**config.mk**
```make
export PLATFORM = sky130hd
export DESIGN_NAME = if_stage
export DESIGN_NICKNAME = d
export VERILOG_FILES = /design/src/rtl/project_types.sv /design/src/rtl/i_fetch_inst.sv /design/src/rtl/if_stage_pc_reg.sv /design/src/rtl/if_stage.sv
export SDC_FILE = /design/constraint.sdc
export NUM_CORES = 1
export LEC_CHECK = 0
export CAP_MARGIN = 20
export CORE_MARGIN = 2
export CORE_UTILIZATION = 49
export CTS_BUF_LIST = sky130_fd_sc_hd__clkbuf_2
export CTS_CLUSTER_DIAMETER = 30
export DETAILED_ROUTE_END_ITERATION = 8
export PLACE_DENSITY_LB_ADDON = 0.05
export SETUP_SLACK_MARGIN = 0.5
export SYNTH_ARGS = -nofsm -noshare
export SYNTH_HDL_FRONTEND = slang
export SYNTH_HIERARCHICAL = 1
export SYNTH_SLANG_ARGS = --single-unit
```
**constraint.sdc**
```tcl
create_clock -name clk -period 2.2 [get_ports clk]
set_input_delay 0.44 -clock clk [delete_from_list [all_inputs] [get_ports clk]]
set_output_delay 0.44 -clock clk [all_outputs]
set_load 0.005 [all_outputs]
```
**src/rtl/project_types.sv**
```systemverilog
// Shared types and constants for the fetch path: address/instruction words,
// ROM chip-enable encodings and the reset fetch address.
package project_types;

   typedef logic [31:0] addr_t;
   typedef logic [31:0] inst_data_t;

   localparam logic       CHIP_ENABLE      = 1'b1;
   localparam logic       CHIP_DISABLE     = 1'b0;
   localparam addr_t      RESET_PC_DEFAULT = 32'h0000_0000;
   localparam addr_t      ZERO_WORD        = 32'h0000_0000;
   localparam inst_data_t NOP_INST         = 32'h0000_0000;

   // Instruction fetches must be word aligned.
   function automatic logic is_misaligned(input addr_t a);
      return a[1:0] != 2'b00;
   endfunction

endpackage

```
**src/rtl/i_fetch_inst.sv**
```systemverilog
// Instruction-fetch bus between the IF stage (master) and the instruction ROM.
interface i_fetch_inst;

   logic                    en;
   project_types::addr_t    addr;
   project_types::inst_data_t data;

   modport master (output en, output addr, input data);
   modport slave  (input en, input addr, output data);

endinterface

```
**src/rtl/if_stage_pc_reg.sv**
```systemverilog
// Program counter with enable-after-reset, next-PC priority mux and a
// pending-branch latch so a redirect arriving during stall_if is not lost.
module pc_reg
   import project_types::*;
#(
   parameter addr_t       RESET_PC = RESET_PC_DEFAULT,
   parameter int unsigned PC_STEP  = 4
) (
   input  logic  clk,
   input  logic  rst,
   input  logic  stall_if,
   input  logic  flush,
   input  addr_t flush_pc,
   input  logic  branch_flag,
   input  addr_t branch_target,
   output addr_t pc,
   output logic  en_q
);

   logic  pending_valid;
   addr_t pending_target;

   always_ff @(posedge clk) begin
      if (rst) begin
         pc             <= RESET_PC;
         en_q           <= 1'b0;
         pending_valid  <= 1'b0;
         pending_target <= ZERO_WORD;
      end else begin
         en_q <= 1'b1;
         if (en_q) begin
            if (flush) begin
               pc            <= flush_pc;
               pending_valid <= 1'b0;
            end else if (stall_if) begin
               // Latest redirect seen while stalled is the one applied.
               if (branch_flag) begin
                  pending_valid  <= 1'b1;
                  pending_target <= branch_target;
               end
            end else if (branch_flag) begin
               pc            <= branch_target;
               pending_valid <= 1'b0;
            end else if (pending_valid) begin
               pc            <= pending_target;
               pending_valid <= 1'b0;
            end else begin
               pc <= pc + addr_t'(PC_STEP);
            end
         end
      end
   end

endmodule

```
**src/rtl/if_stage.sv**
```systemverilog
// Instruction-fetch stage: drives the ROM fetch port from the PC and registers
// {pc, inst} into the IF/ID pipeline register.
module if_stage
   import project_types::*;
#(
   parameter addr_t       RESET_PC = RESET_PC_DEFAULT,
   parameter int unsigned PC_STEP  = 4
) (
   input  logic       clk,
   input  logic       rst,
   input  logic       stall_if,
   input  logic       stall_id,
   input  logic       flush,
   input  addr_t      flush_pc,
   input  logic       branch_flag,
   input  addr_t      branch_target,
   output logic       rom_en,
   output addr_t      rom_addr,
   input  inst_data_t rom_data,
   output addr_t      id_pc,
   output inst_data_t id_inst,
   output logic       id_valid,
   output logic       id_exc_adel
);

   addr_t pc;
   logic  en_q;

   pc_reg #(
      .RESET_PC (RESET_PC),
      .PC_STEP  (PC_STEP)
   ) u_pc_reg (
      .clk           (clk),
      .rst           (rst),
      .stall_if      (stall_if),
      .flush         (flush),
      .flush_pc      (flush_pc),
      .branch_flag   (branch_flag),
      .branch_target (branch_target),
      .pc            (pc),
      .en_q          (en_q)
   );

   i_fetch_inst fetch_bus ();

   assign fetch_bus.en   = (en_q && !is_misaligned(pc)) ? CHIP_ENABLE : CHIP_DISABLE;
   assign fetch_bus.addr = pc;
   assign fetch_bus.data = rom_data;

   assign rom_en   = fetch_bus.en;
   assign rom_addr = fetch_bus.addr;

   always_ff @(posedge clk) begin
      if (rst || flush) begin
         id_pc       <= ZERO_WORD;
         id_inst     <= NOP_INST;
         id_valid    <= 1'b0;
         id_exc_adel <= 1'b0;
      end else if (stall_id) begin
         id_pc       <= id_pc;
      end else if (stall_if) begin
         // Bubble keeps id_pc so exception reporting still sees the last PC.
         id_inst     <= NOP_INST;
         id_valid    <= 1'b0;
         id_exc_adel <= 1'b0;
      end else begin
         id_pc       <= pc;
         id_inst     <= fetch_bus.data;
         id_valid    <= en_q;
         id_exc_adel <= en_q & is_misaligned(pc);
      end
   end

endmodule

```
Word-level counts from Yosys, hierarchy flattened
Cells that the tools add are included. W data, S select, Z words.

Flip-flop bits (word level): 132. Input bits: 102. Output and inout bits: 99.

$add $sub $neg: 1. Eq/ne operators: 2. Muxes and demuxes: 12. Bitwise operators: 4. Reduce and logical (&&, ||, !) cells: 8.

Operators with widths (number): $mux W32 (5); $add A32 B3 Y32 const B (1); $mux W1 (7); $reduce_and A2 Y1 (3); $reduce_and A4 Y1 (1); $ne A3 B1 Y1 const B (1); $not A1 Y1 (3); $ne A2 B1 Y1 const B (1); $reduce_bool A2 Y1 (1); $and A1 B1 Y1 (1); $logic_and A1 B1 Y1 (1); $logic_not A1 Y1 (1); $logic_or A1 B1 Y1 (1).

Logic depth before layout (Yosys ltp)
Depth in word-level cells: 5. Depth in mapped cells: 8. Mapped depth without buffers: 6.

Cells and area by module
Netlist, hierarchy kept.

By module, submodules not included: pc_reg (times used 1, cells each 542, area each 3960.0 µm², sequential area each 1321.3 µm²); if_stage (times used 1, cells each 299, area each 2712.6 µm², sequential area each 1321.3 µm²).

Least setup slack after synthesis
Ideal clock, no wire load.

Path kind: register to register. Start: register u_pc_reg.pc[2]. End: register u_pc_reg.pc[24]. Arrival: 1.776 ns. Data required time: 2.070 ns. Path slack: 0.294 ns. Stages on the path, launching flop included: 7. Period minus slack after synthesis: 1.906 ns. Cells stage by stage: dfxtp_1 ha_1 nand3_2 or4_4 o31ai_2 nor3b_1 o22ai_1.

Word-level cells in the longest chain between the ends: 5.

RTL lines: start: declaration (RTL line if_stage_pc_reg.sv:16) `output addr_t pc,`; start signal: assignment (RTL line if_stage_pc_reg.sv:33) `pc <= flush_pc;`; start signal: assignment (RTL line if_stage_pc_reg.sv:42) `pc <= branch_target;`; start signal: assignment (RTL line if_stage_pc_reg.sv:45) `pc <= pending_target;`; $add A32 B3 Y32 (RTL line if_stage_pc_reg.sv:48) `pc <= pc + addr_t'(PC_STEP);`; $mux W32 (RTL line if_stage_pc_reg.sv:44) `end else if (pending_valid) begin`; $mux W32 (RTL line if_stage_pc_reg.sv:41) `end else if (branch_flag) begin`; $mux W32 (RTL line if_stage_pc_reg.sv:35) `end else if (stall_if) begin`; $mux W32 (RTL line if_stage_pc_reg.sv:32) `if (flush) begin`.

No other way between the ends. The select of a mux whose other input is x is not followed. A chain may end at the register's enable or synchronous reset.

Worst setup path in the final report
Start: register u_pc_reg.pc[0]. End: output rom_en.

Word-level cells in the longest chain between the ends: 4.

RTL lines: $reduce_bool A2 Y1 (RTL line project_types.sv:16) `return a[1:0] != 2'b00;`; $logic_not A1 Y1 (RTL line if_stage.sv:46) `assign fetch_bus.en = (en_q && !is_misaligned(pc)) ? CHIP_ENABLE : CHIP_DISABLE;`; $logic_and A1 B1 Y1 (RTL line if_stage.sv:46); $mux W1 (RTL line if_stage.sv:46); end: declaration (RTL line if_stage.sv:17) `output logic rom_en,`.

No other way between the ends.

==> summary.md <==
| Metric | Value |
|---|---|
| Status | completed |
| Mapped Cells | 841 |
| Final hold vios | 0 |
| DRC errors left | 0 |
| Yosys warns | 6 |
| Final setup skew | 0.0264 ns |
| CTS tree | built |
| Worst Max-Slew Pin Slew | 0.565 ns |
| Library cells used by synthesis | 66 |
| 1st-iter DRT viols | 1231 |
| CTS sink count | 132 |
| Fmax | 505 MHz |
| Syn Nets | 944 |
| Critical Path Fanout Max | 2 |
| Max clock buf depth | 2 |
| First-pass GRT wire length | 37500 µm |
| Pwr Density | 515 nW/µm² |
| Worst path required time | 1.76 ns |
| Worst Setup EP | rom_en |
| # setup viols final | 0 |
| Layout area overhead | 53.0% |
| Drt total wl | 26500 µm |
| Period minus WS final | 1.98 ns |
| Worst skew pair latency | 0.72 ns |
| Final period util | 90.0% |
| Total Nets Final | 1225 |
| Layout Cells excl Fill | 1310 |
| Cell repeated most along the worst path | buf_6 |
| Die Y | 121 µm |
| Ys async rst share | 0% |
| Final GP Congestion | 0.972 |
| Number of vias per cell | 6.08 |
| HPWL after detailed placement | 15800 µm |
| Design area | 10200 µm² |
| Crit path largest cell delay | 0.37 ns |
| Post-synth top flop | dfxtp_1 |
| #FFs+latches synth | 132 |
| Number of synthesized flops with an enable pin | 0 |
| CTS H-tree depth | 4 |
| Die ar. | 14600 µm² |
| Num CTS Buffers | 17 |
| Clock Tree Root | clkbuf_2 |
| Final Slew Violations | 0 |
| R2r setup slk | 0.29 ns |
| Max Cap Viol | 0 |
| Layout cells sized above 1 | 36.5% |
| Leading cell type in the layout, fill and taps excluded | nand2_1 |
| Via Count | 7969 |
| Num ports | 201 |
| Crit. End Element | output pin |
| Leakage | 0.00405 µW |
| Chip Width | 121 µm |
| Antenna violations before repair | 1 |
| FP Rows | 42 |
| Kind of critical path | reg -> out |
| Crit path DAT | 1.54 ns |
| Initial Util | 50.2% |
| CP Launch Type | register |
| Total GRT Usage | 32.9% |
| R2R cell count | 7 |
| Synthesized cell area | 6670 µm² |
| Pre-CTS setup slack | -0.0423 ns |
| Worst hold path class | in -> reg |
| Vias in the first global route | 7128 |
| Placed cell area | 8990 µm² |
| CP max stage cell | dfxtp_2 |
| Total gr overflow | 0 |
| Largest net degree at the start of global routing | 70 |
| Most frequent cells in the layout | 130 x nand2_1, 125 x a21oi_1, 98 x clkdlybuf4s50_1, 98 x buf_4, 79 x dfxtp_2 |
| Post-synthesis sequential area ratio | 39.6% |
| Reg2reg end | u_pc_reg/pc[29] |
| Post-DR wirelength/cell | 20.2 µm |
| Buffers on Ports | 200 |
| Crit path launch | u_pc_reg/pc[0] |
| Maximum VDD drop | 0.571 mV |
| Hold Buf Count CTS | 0 |
| DRT antenna net count | 0 |
| Crit-path cells | buf_6, nor2_4, and2_4, buf_6 |
| R2R Path Start | u_pc_reg/pc[6] |
| Pwr Total | 5260 µW |
| Clock-pin slew on the worst setup and hold paths | 0.19 ns |
| FILL cells | 971 |
| RSZ-0062 raised after global routing | true |
| Post-layout util | 76.8% |
| Worst setup margin | 0.221 ns |
| Inst Count DP | 1189 |
| CORE AREA | 13300 µm² |
| 1st-pass router iterations | 7 |
| Syn Area/Cell | 7.93 µm² |
| Rel. slew slack | 62.0% |
## routing by layer
layer / vias to the layer above / part of all wire, % / global-route usage [%]
met5: - / 0 / 0
met3: 144 / 11 / 7.83
met4: 0 / 4.7 / 15.0
met1: 3617 / 39 / 42.8
met2: 611 / 45 / 51.6
li1: 3597 / - / -
## Yosys cell counts, types with 5 or more instances
cell type    n  area [µm²]
mux2i_1      7        70.1
a31oi_1     10        62.6
nor3b_1      5        37.5
a211oi_1     7        52.6
o21ai_0     56         280
or3b_1      65         569
nor2_1      39         146
o22ai_1      7        43.8
buf_6        5        56.3
nand2b_1     5        31.3
nand2_1    131         492
and3_1      14        87.6
nand4_1      9        56.3
buf_1       10        37.5
xnor2_1      6        52.6
clkbuf_1    34         128
o21a_1       6        45.0
xor2_1       7        61.3
nand3_1     18        90.1
dfxtp_1    132        2640
buf_2       22         110
nor3_1      11        55.1
a21oi_1    126         631
inv_1        9        33.8
o21ai_1     20         100
a221oi_1     5        43.8
## worst max-delay path: cells and delay by family, from the launching register on
kind / cells / cell delay (ns)
flip-flops: 1 / 0.37
AND/OR/NAND/NOR: 2 / 0.26
buffers and inverters: 2 / 0.19
## cell families after synthesis
family | Yosys count | synth area share [%]
xor+xnor | 13 | 1.71
buf+inv | 84 | 5.81
fa+ha+maj | 1 | 0.187
compound gates | 277 | 24.1
mux | 7 | 1.05
flops | 132 | 39.6
simple gates | 327 | 27.5
## metrics by stage
| stage | hold slack (ns) | TNS [ns] |
|---|---|---|
| 2_1_floorplan | 0.431 | 0 |
| 3_3_place_gp | 0.443 | -0.0163 |
| 3_5_place_dp | 0.443 | -0.415 |
| 4_1_cts | 0.0949 | 0 |
| 5_1_grt | 0.0981 | 0 |
| 6_report | 0.143 | 0 |
## how the worst min path moves through the flow
stage                                start                          end  slack (ns)  depth (start not counted)
5_1_grt                           stall_id                   id_inst[8]         0.1                          3
6_report                          stall_id                   id_inst[9]        0.14                          3
4_1_cts                           stall_id                   id_inst[9]        0.09                          3
3_3_place_gp   u_pc_reg/pending_target[10]  u_pc_reg/pending_target[10]        0.44                          2
3_5_place_dp   u_pc_reg/pending_target[10]  u_pc_reg/pending_target[10]        0.44                          2
2_1_floorplan  u_pc_reg/pending_target[30]  u_pc_reg/pending_target[30]        0.43                          2
## final cells by class
cell class / instances / area, µm² / share of cell area [%]
clock inverters: 12 / 138 / 1.35
repair buffers: 334 / 3010 / 29.4
inverters: 11 / 42.5 / 0.417
clock buffers: 18 / 90.1 / 0.882
multi-input cells: 626 / 3890 / 38.1
well taps: 176 / 220 / 2.16
diodes: 1 / 2.50 / 0.0245
flip-flops and latches: 132 / 2820 / 27.6
## power breakdown
group / internal [µW] / leakage (µW) / total, µW / switching (µW)
sequential: 2470 / 0.00112 / 2530 / 60.8
combinational: 620 / 0.00279 / 1220 / 600
clock: 612 / 0.000140 / 1500 / 891
## repair_timing
action	CTS	global route
setup buffers	66	23
gates cloned	0	1
pin swaps	16	31
setup endpoints to repair	129	78
resized for setup	549	83
Note: power is estimated with default switching activity, not from simulation.
